File: src/rtl/clock_meter_pkg.sv
// Shared types and constants for the divided-clock ratio meter.
package clock_meter_pkg;

    localparam int CNT_W = 8;
    localparam logic [CNT_W-1:0] CNT_MAX = CNT_W'(255);

    typedef enum logic [1:0] {
        IDLE,
        ARM,
        MEASURE
    } state_t;

    // |2*hi - per| <= 1, evaluated in 9 bits so 2*hi cannot wrap
    function automatic logic duty_check(
        input logic [CNT_W-1:0] per,
        input logic [CNT_W-1:0] hi
    );
        logic [CNT_W:0] two_hi;
        logic [CNT_W:0] per9;
        two_hi = {hi, 1'b0};
        per9   = {1'b0, per};
        if (two_hi >= per9)
            return (two_hi - per9) <= (CNT_W+1)'(1);
        else
            return (per9 - two_hi) <= (CNT_W+1)'(1);
    endfunction

endpackage

File: src/rtl/sync_edge_detect.sv
// Two-flop synchronizer plus delayed copy; reports synced level and edges.
module sync_edge_detect (
    input  logic clk,
    input  logic reset_n,
    input  logic din,
    output logic level,
    output logic rise,
    output logic fall
);

    logic s1;
    logic s2;
    logic dly;

    always_ff @(posedge clk or negedge reset_n) begin
        if (!reset_n) begin
            s1  <= 1'b0;
            s2  <= 1'b0;
            dly <= 1'b0;
        end else begin
            s1  <= din;
            s2  <= s1;
            dly <= s2;
        end
    end

    assign level = s2;
    assign rise  = s2 & ~dly;
    assign fall  = ~s2 & dly;

endmodule

File: src/rtl/clock_ratio_meter.sv
// Measures period/high time of a divided clock against clk.
// Optional lock detection enabled by CLOCK_RATIO_METER_LOCK_EN.
module clock_ratio_meter
    import clock_meter_pkg::*;
#(
    parameter int unsigned LOCK_COUNT = 4
) (
    input  logic             clk,
    input  logic             reset_n,
    input  logic             enable,
    input  logic             div_clk_in,
    output logic [CNT_W-1:0] n_meas,
    output logic [CNT_W-1:0] high_meas,
    output logic             meas_valid,
    output logic             duty_ok,
    output logic             locked,
    output logic             overflow
);

    state_t           state;
    state_t           state_next;
    logic [CNT_W-1:0] per_cnt;
    logic [CNT_W-1:0] hi_cnt;
    logic             fall_seen;
    logic             level;
    logic             rise;
    logic             fall;

    sync_edge_detect u_sync (
        .clk     (clk),
        .reset_n (reset_n),
        .din     (div_clk_in),
        .level   (level),
        .rise    (rise),
        .fall    (fall)
    );

    always_ff @(posedge clk or negedge reset_n) begin
        if (!reset_n) state <= IDLE;
        else          state <= state_next;
    end

    always_comb begin
        state_next = state;
        if (!enable) begin
            state_next = IDLE;
        end else begin
            unique case (state)
                IDLE:    state_next = ARM;
                ARM:     if (rise) state_next = MEASURE;
                MEASURE: if (!rise && per_cnt == CNT_MAX) state_next = ARM;
                default: state_next = IDLE;
            endcase
        end
    end

    always_ff @(posedge clk or negedge reset_n) begin
        if (!reset_n) begin
            per_cnt    <= '0;
            hi_cnt     <= '0;
            fall_seen  <= 1'b0;
            n_meas     <= '0;
            high_meas  <= '0;
            meas_valid <= 1'b0;
            duty_ok    <= 1'b0;
            overflow   <= 1'b0;
        end else begin
            meas_valid <= 1'b0;
            if (!enable || state == IDLE) begin
                per_cnt   <= '0;
                hi_cnt    <= '0;
                fall_seen <= 1'b0;
            end else if (rise) begin
                // a rise always wins over saturation, so 255 is measurable
                if (state == MEASURE) begin
                    n_meas     <= per_cnt;
                    high_meas  <= hi_cnt;
                    duty_ok    <= duty_check(per_cnt, hi_cnt);
                    meas_valid <= 1'b1;
                    overflow   <= 1'b0;
                end
                per_cnt   <= CNT_W'(1);
                hi_cnt    <= CNT_W'(1);
                fall_seen <= 1'b0;
            end else if (state == MEASURE) begin
                if (per_cnt == CNT_MAX) begin
                    overflow <= 1'b1;
                end else begin
                    per_cnt <= per_cnt + CNT_W'(1);
                    if (level && !fall_seen)
                        hi_cnt <= hi_cnt + CNT_W'(1);
                    if (fall)
                        fall_seen <= 1'b1;
                end
            end
        end
    end

`ifdef CLOCK_RATIO_METER_LOCK_EN
    localparam logic [3:0] LOCK_MAX = 4'(LOCK_COUNT);

    logic [3:0] lock_cnt;
    logic       meas_event;
    logic       sat_event;

    assign meas_event = enable && state == MEASURE && rise;
    assign sat_event  = enable && state == MEASURE && !rise
                        && per_cnt == CNT_MAX;

    always_ff @(posedge clk or negedge reset_n) begin
        if (!reset_n) begin
            lock_cnt <= 4'd0;
            locked   <= 1'b0;
        end else if (!enable || state == IDLE || sat_event) begin
            lock_cnt <= 4'd0;
            locked   <= 1'b0;
        end else if (meas_event) begin
            // n_meas still holds the previous period here
            if (per_cnt == n_meas) begin
                if (lock_cnt < LOCK_MAX) begin
                    lock_cnt <= lock_cnt + 4'd1;
                    locked   <= (lock_cnt + 4'd1) == LOCK_MAX;
                end else begin
                    locked <= 1'b1;
                end
            end else begin
                lock_cnt <= 4'd1;
                locked   <= 1'b0;
            end
        end
    end
`else
    logic unused_lock;
    assign unused_lock = ^4'(LOCK_COUNT);
    assign locked = 1'b0;
`endif

endmodule

File: config.mk
export PLATFORM = sky130hd
export DESIGN_NAME = clock_ratio_meter
export DESIGN_NICKNAME = d
export VERILOG_FILES = /design/src/rtl/clock_meter_pkg.sv /design/src/rtl/sync_edge_detect.sv /design/src/rtl/clock_ratio_meter.sv
export SDC_FILE = /design/constraint.sdc
export NUM_CORES = 1
export LEC_CHECK = 0
export ABC_CLOCK_PERIOD_IN_PS = 2900
export CAP_MARGIN = 0
export CORE_MARGIN = 2
export CORE_UTILIZATION = 59
export CTS_BUF_LIST = sky130_fd_sc_hd__clkbuf_8
export CTS_CLUSTER_DIAMETER = 120
export DETAILED_ROUTE_END_ITERATION = 8
export PLACE_DENSITY = 0.83
export SYNTH_ARGS = -nofsm -noshare
export SYNTH_HDL_FRONTEND = slang
export SYNTH_HIERARCHICAL = 1
export SYNTH_SLANG_ARGS = --single-unit
File: constraint.sdc
create_clock -name clk -period 2.9 [get_ports clk]
set_clock_uncertainty 0.15 [all_clocks]
set_input_delay 0.58 -clock clk [delete_from_list [all_inputs] [get_ports clk]]
set_output_delay 0.58 -clock clk [all_outputs]
set_load 0.02 [all_outputs]
==> out/qor.yml <==
status: "complete, no violations"
setup_viol: 0
nets: 328
ys_top_cells_by_count: "41 x dfrtp_1, 31 x nand2_1, 26 x nor2_1, 26 x o21ai_0, 21 x inv_1"
post-route-period-util: 0.943
crit_type: "reg2reg"
grt_max_degree: 42
antenna_found_initial: 0
critical-path-top-delay-family: "simple AND/OR/NAND/NOR gates"
drc: 0
cts_resized: 0
slowest_stage: "a2111o_1"
die_h_um: 69.2
core_region_area_um2: 4060
htreeDepth: 2
die_width_um: 69.2
synth_edf_count: 0
ys_seq_elements: 41
p_leak_nw: 1.27
maxSlewViolCount: 0
drive_gt1_frac: 0.0822
yosysTopAreaCellShare: 0.409
start_util: 0.619
cts_setup_buffers: 0
cts-root-buf: "clkbuf_8"
period_needed_ps: 2730
synth_xor_area_frac: 0.0489
first_pass_iters: 4
max-slew-margin-rel: 0.403
yosys.area.top_type: "dfrtp_1"
synthMuxAreaShare: 0
wl_um: 5420
power-per-cell-area_nw_per_um2: 361
synth_top_family_by_area: "simple AND/OR/NAND/NOR gates"
ys_seq_area_frac: 0.409
syn_area_um2: 2510
rows: 23
power.ir.vdd_worst_mv: 0.292
synth_compound_area_frac: 0.173
cts.path.max_buffers: 2
drt_iter0_drc: 151
cp.required_ps: 2990
critPathBufInv: 1
vias: 2012
slowest_delay_ps: 460
grt.total_usage: 0.244
synth_most_common_cell: "dfrtp_1"
ys.flop_type: "dfrtp_1"
io_pins: 24
worst_setup_path_end_kind: "flip-flop"
diodes: 0
gp_congestion: 0.951
post_synth_inst_count: 279
dp_hpwl_um: 3940
hold_viol_final: 0
timing.fmax_mhz: 366
holdCritPathClass: "reg2reg"
grt.overflow.total: 0
synthArstFlopShare: 1.00
dieArea_um2: 4790
cts_buffers: 5
setup_tns_ps: 0
maxCapViolCount: 0
synth_warnings: 6
yosys.area_share.simple: 0.211
arrival_ps: 2820
cts_hold_buf: 0
numPortBuffers: 22
dp.cells: 347
grt_pass1_wl_um: 9290
worst-path-max-fanout: 5
synth_area_leaders: "dfrtp_1 41%, ha_1 9.0%, o21ai_0 5.2%"
clkSinkCount: 41
path_clk_slew_ps: 80
fin_cells: 354
wire_per_inst_um: 15.3
cts_tree: "built"
utilization: 0.708
path_cells: "inv_1, ha_1, fa_1, or3_1, a2111o_1, nor4b_1, a32oi_1, nand3_1"
synth_cell_types: 50
vias_per_cell: 5.68
synthAdderAreaFrac: 0.106
area_growth_pct: 14.5
drtAntennaViolNets: 0
syn_area_per_cell_um2: 9.00
grt_pass1_vias: 1934
rsz0062_at_grt: "false"
clock_latency_ps: 300
worst_pin_slew_ps: 896
start_kind: "flip-flop"
syn_nets: 303
==> metal layers <==
| metal | track usage | part of all wire | vias to the layer above |
|---|---|---|---|
| met5 | 0 | 0 | - |
| met4 | 0.0784 | 0.017 | 0 |
| met3 | 0.0509 | 0.053 | 11 |
| li1 | - | - | 1012 |
| met2 | 0.410 | 0.48 | 64 |
| met1 | 0.317 | 0.45 | 925 |
==> cells by family (layout without fill, tap and decap cells) <==
family	after synthesis	count (layout)
compound gates	66	66
xor+xnor	14	14
fa+ha+maj	20	20
buf+inv	31	56
flops	41	41
other cells	1	1
simple gates	106	106
==> cells in the final DEF (no fill, tap or decap), types with 2 or more instances in the layout <==
cell / n
dfrtp_1: 41
nand2_1: 31
o21ai_0: 26
nor2_1: 26
inv_1: 22
clkdlybuf4s50_1: 21
ha_1: 18
a21oi_1: 14
xnor2_1: 13
nand3_1: 10
nor2b_1: 6
or3_1: 6
buf_4: 6
nand4_1: 5
clkbuf_8: 5
or2_2: 3
o31a_1: 3
nor3_1: 3
and2_1: 2
o21a_1: 2
a21boi_0: 2
nand2b_1: 2
and2b_2: 2
o22ai_1: 2
a2111o_1: 2
a211oi_1: 2
o211ai_1: 2
fa_1: 2
==> sequential cells by signal, indices dropped and copies added, names as in the netlist <==
| name | count |
|---|---|
| u_sync/dly | 1 |
| duty_ok | 1 |
| n_meas | 8 |
| fall_seen | 1 |
| per_cnt | 8 |
| overflow | 1 |
| u_sync/s1 | 1 |
| u_sync/level | 1 |
| meas_valid | 1 |
| state | 2 |
| hi_cnt | 8 |
| high_meas | 8 |
==> final cells by class <==
class                           count  area [um^2]
Clock buffer                        5         68.8
Clock inverter                      2         12.5
Fill cell                         326         1180
Inverter                           21         78.8
Multi-Input combinational cell    207         1360
Sequential cell                    41         1030
Tap cell                           50         62.6
Timing Repair Buffer               28          260
==> per-stage QoR <==
step                total power, mW  worst slack, ps  cell area [um^2]  hold WS, ps
global route                   1.08            0.944              2870          225
finish                         1.04              166              2870          206
global placement              0.687              294              2790          184
CTS                            1.04              181              2870          210
detailed placement            0.688              185              2790          194
floorplan                     0.653              394              2510          134
==> power breakdown <==
| part | leakage, nW | internal [mW] | total, mW | switching [mW] |
|---|---|---|---|---|
| clock network | 0.0454 | 0.163 | 0.362 | 0.199 |
| registers | 0.563 | 0.579 | 0.584 | 0.00488 |
| logic | 0.663 | 0.0377 | 0.0923 | 0.0545 |
| total | 1.27 | 0.780 | 1.04 | 0.258 |
==> path summary, 6_finish.rpt <==
kind                            startpoint           end  slack [ps]  cells past startpoint
worst max-delay path            per_cnt[1]       duty_ok         170                      8
worst min-delay path             u_sync/s1  u_sync/level         210                      0
worst max register to register  per_cnt[1]       duty_ok         170                      8
worst min register to register   u_sync/s1  u_sync/level         210                      0
max in group asynchronous          reset_n    meas_valid        1780                      1
min in group asynchronous          reset_n       duty_ok         250                      1
No activity file was read; power rests on OpenSTA's default activity.
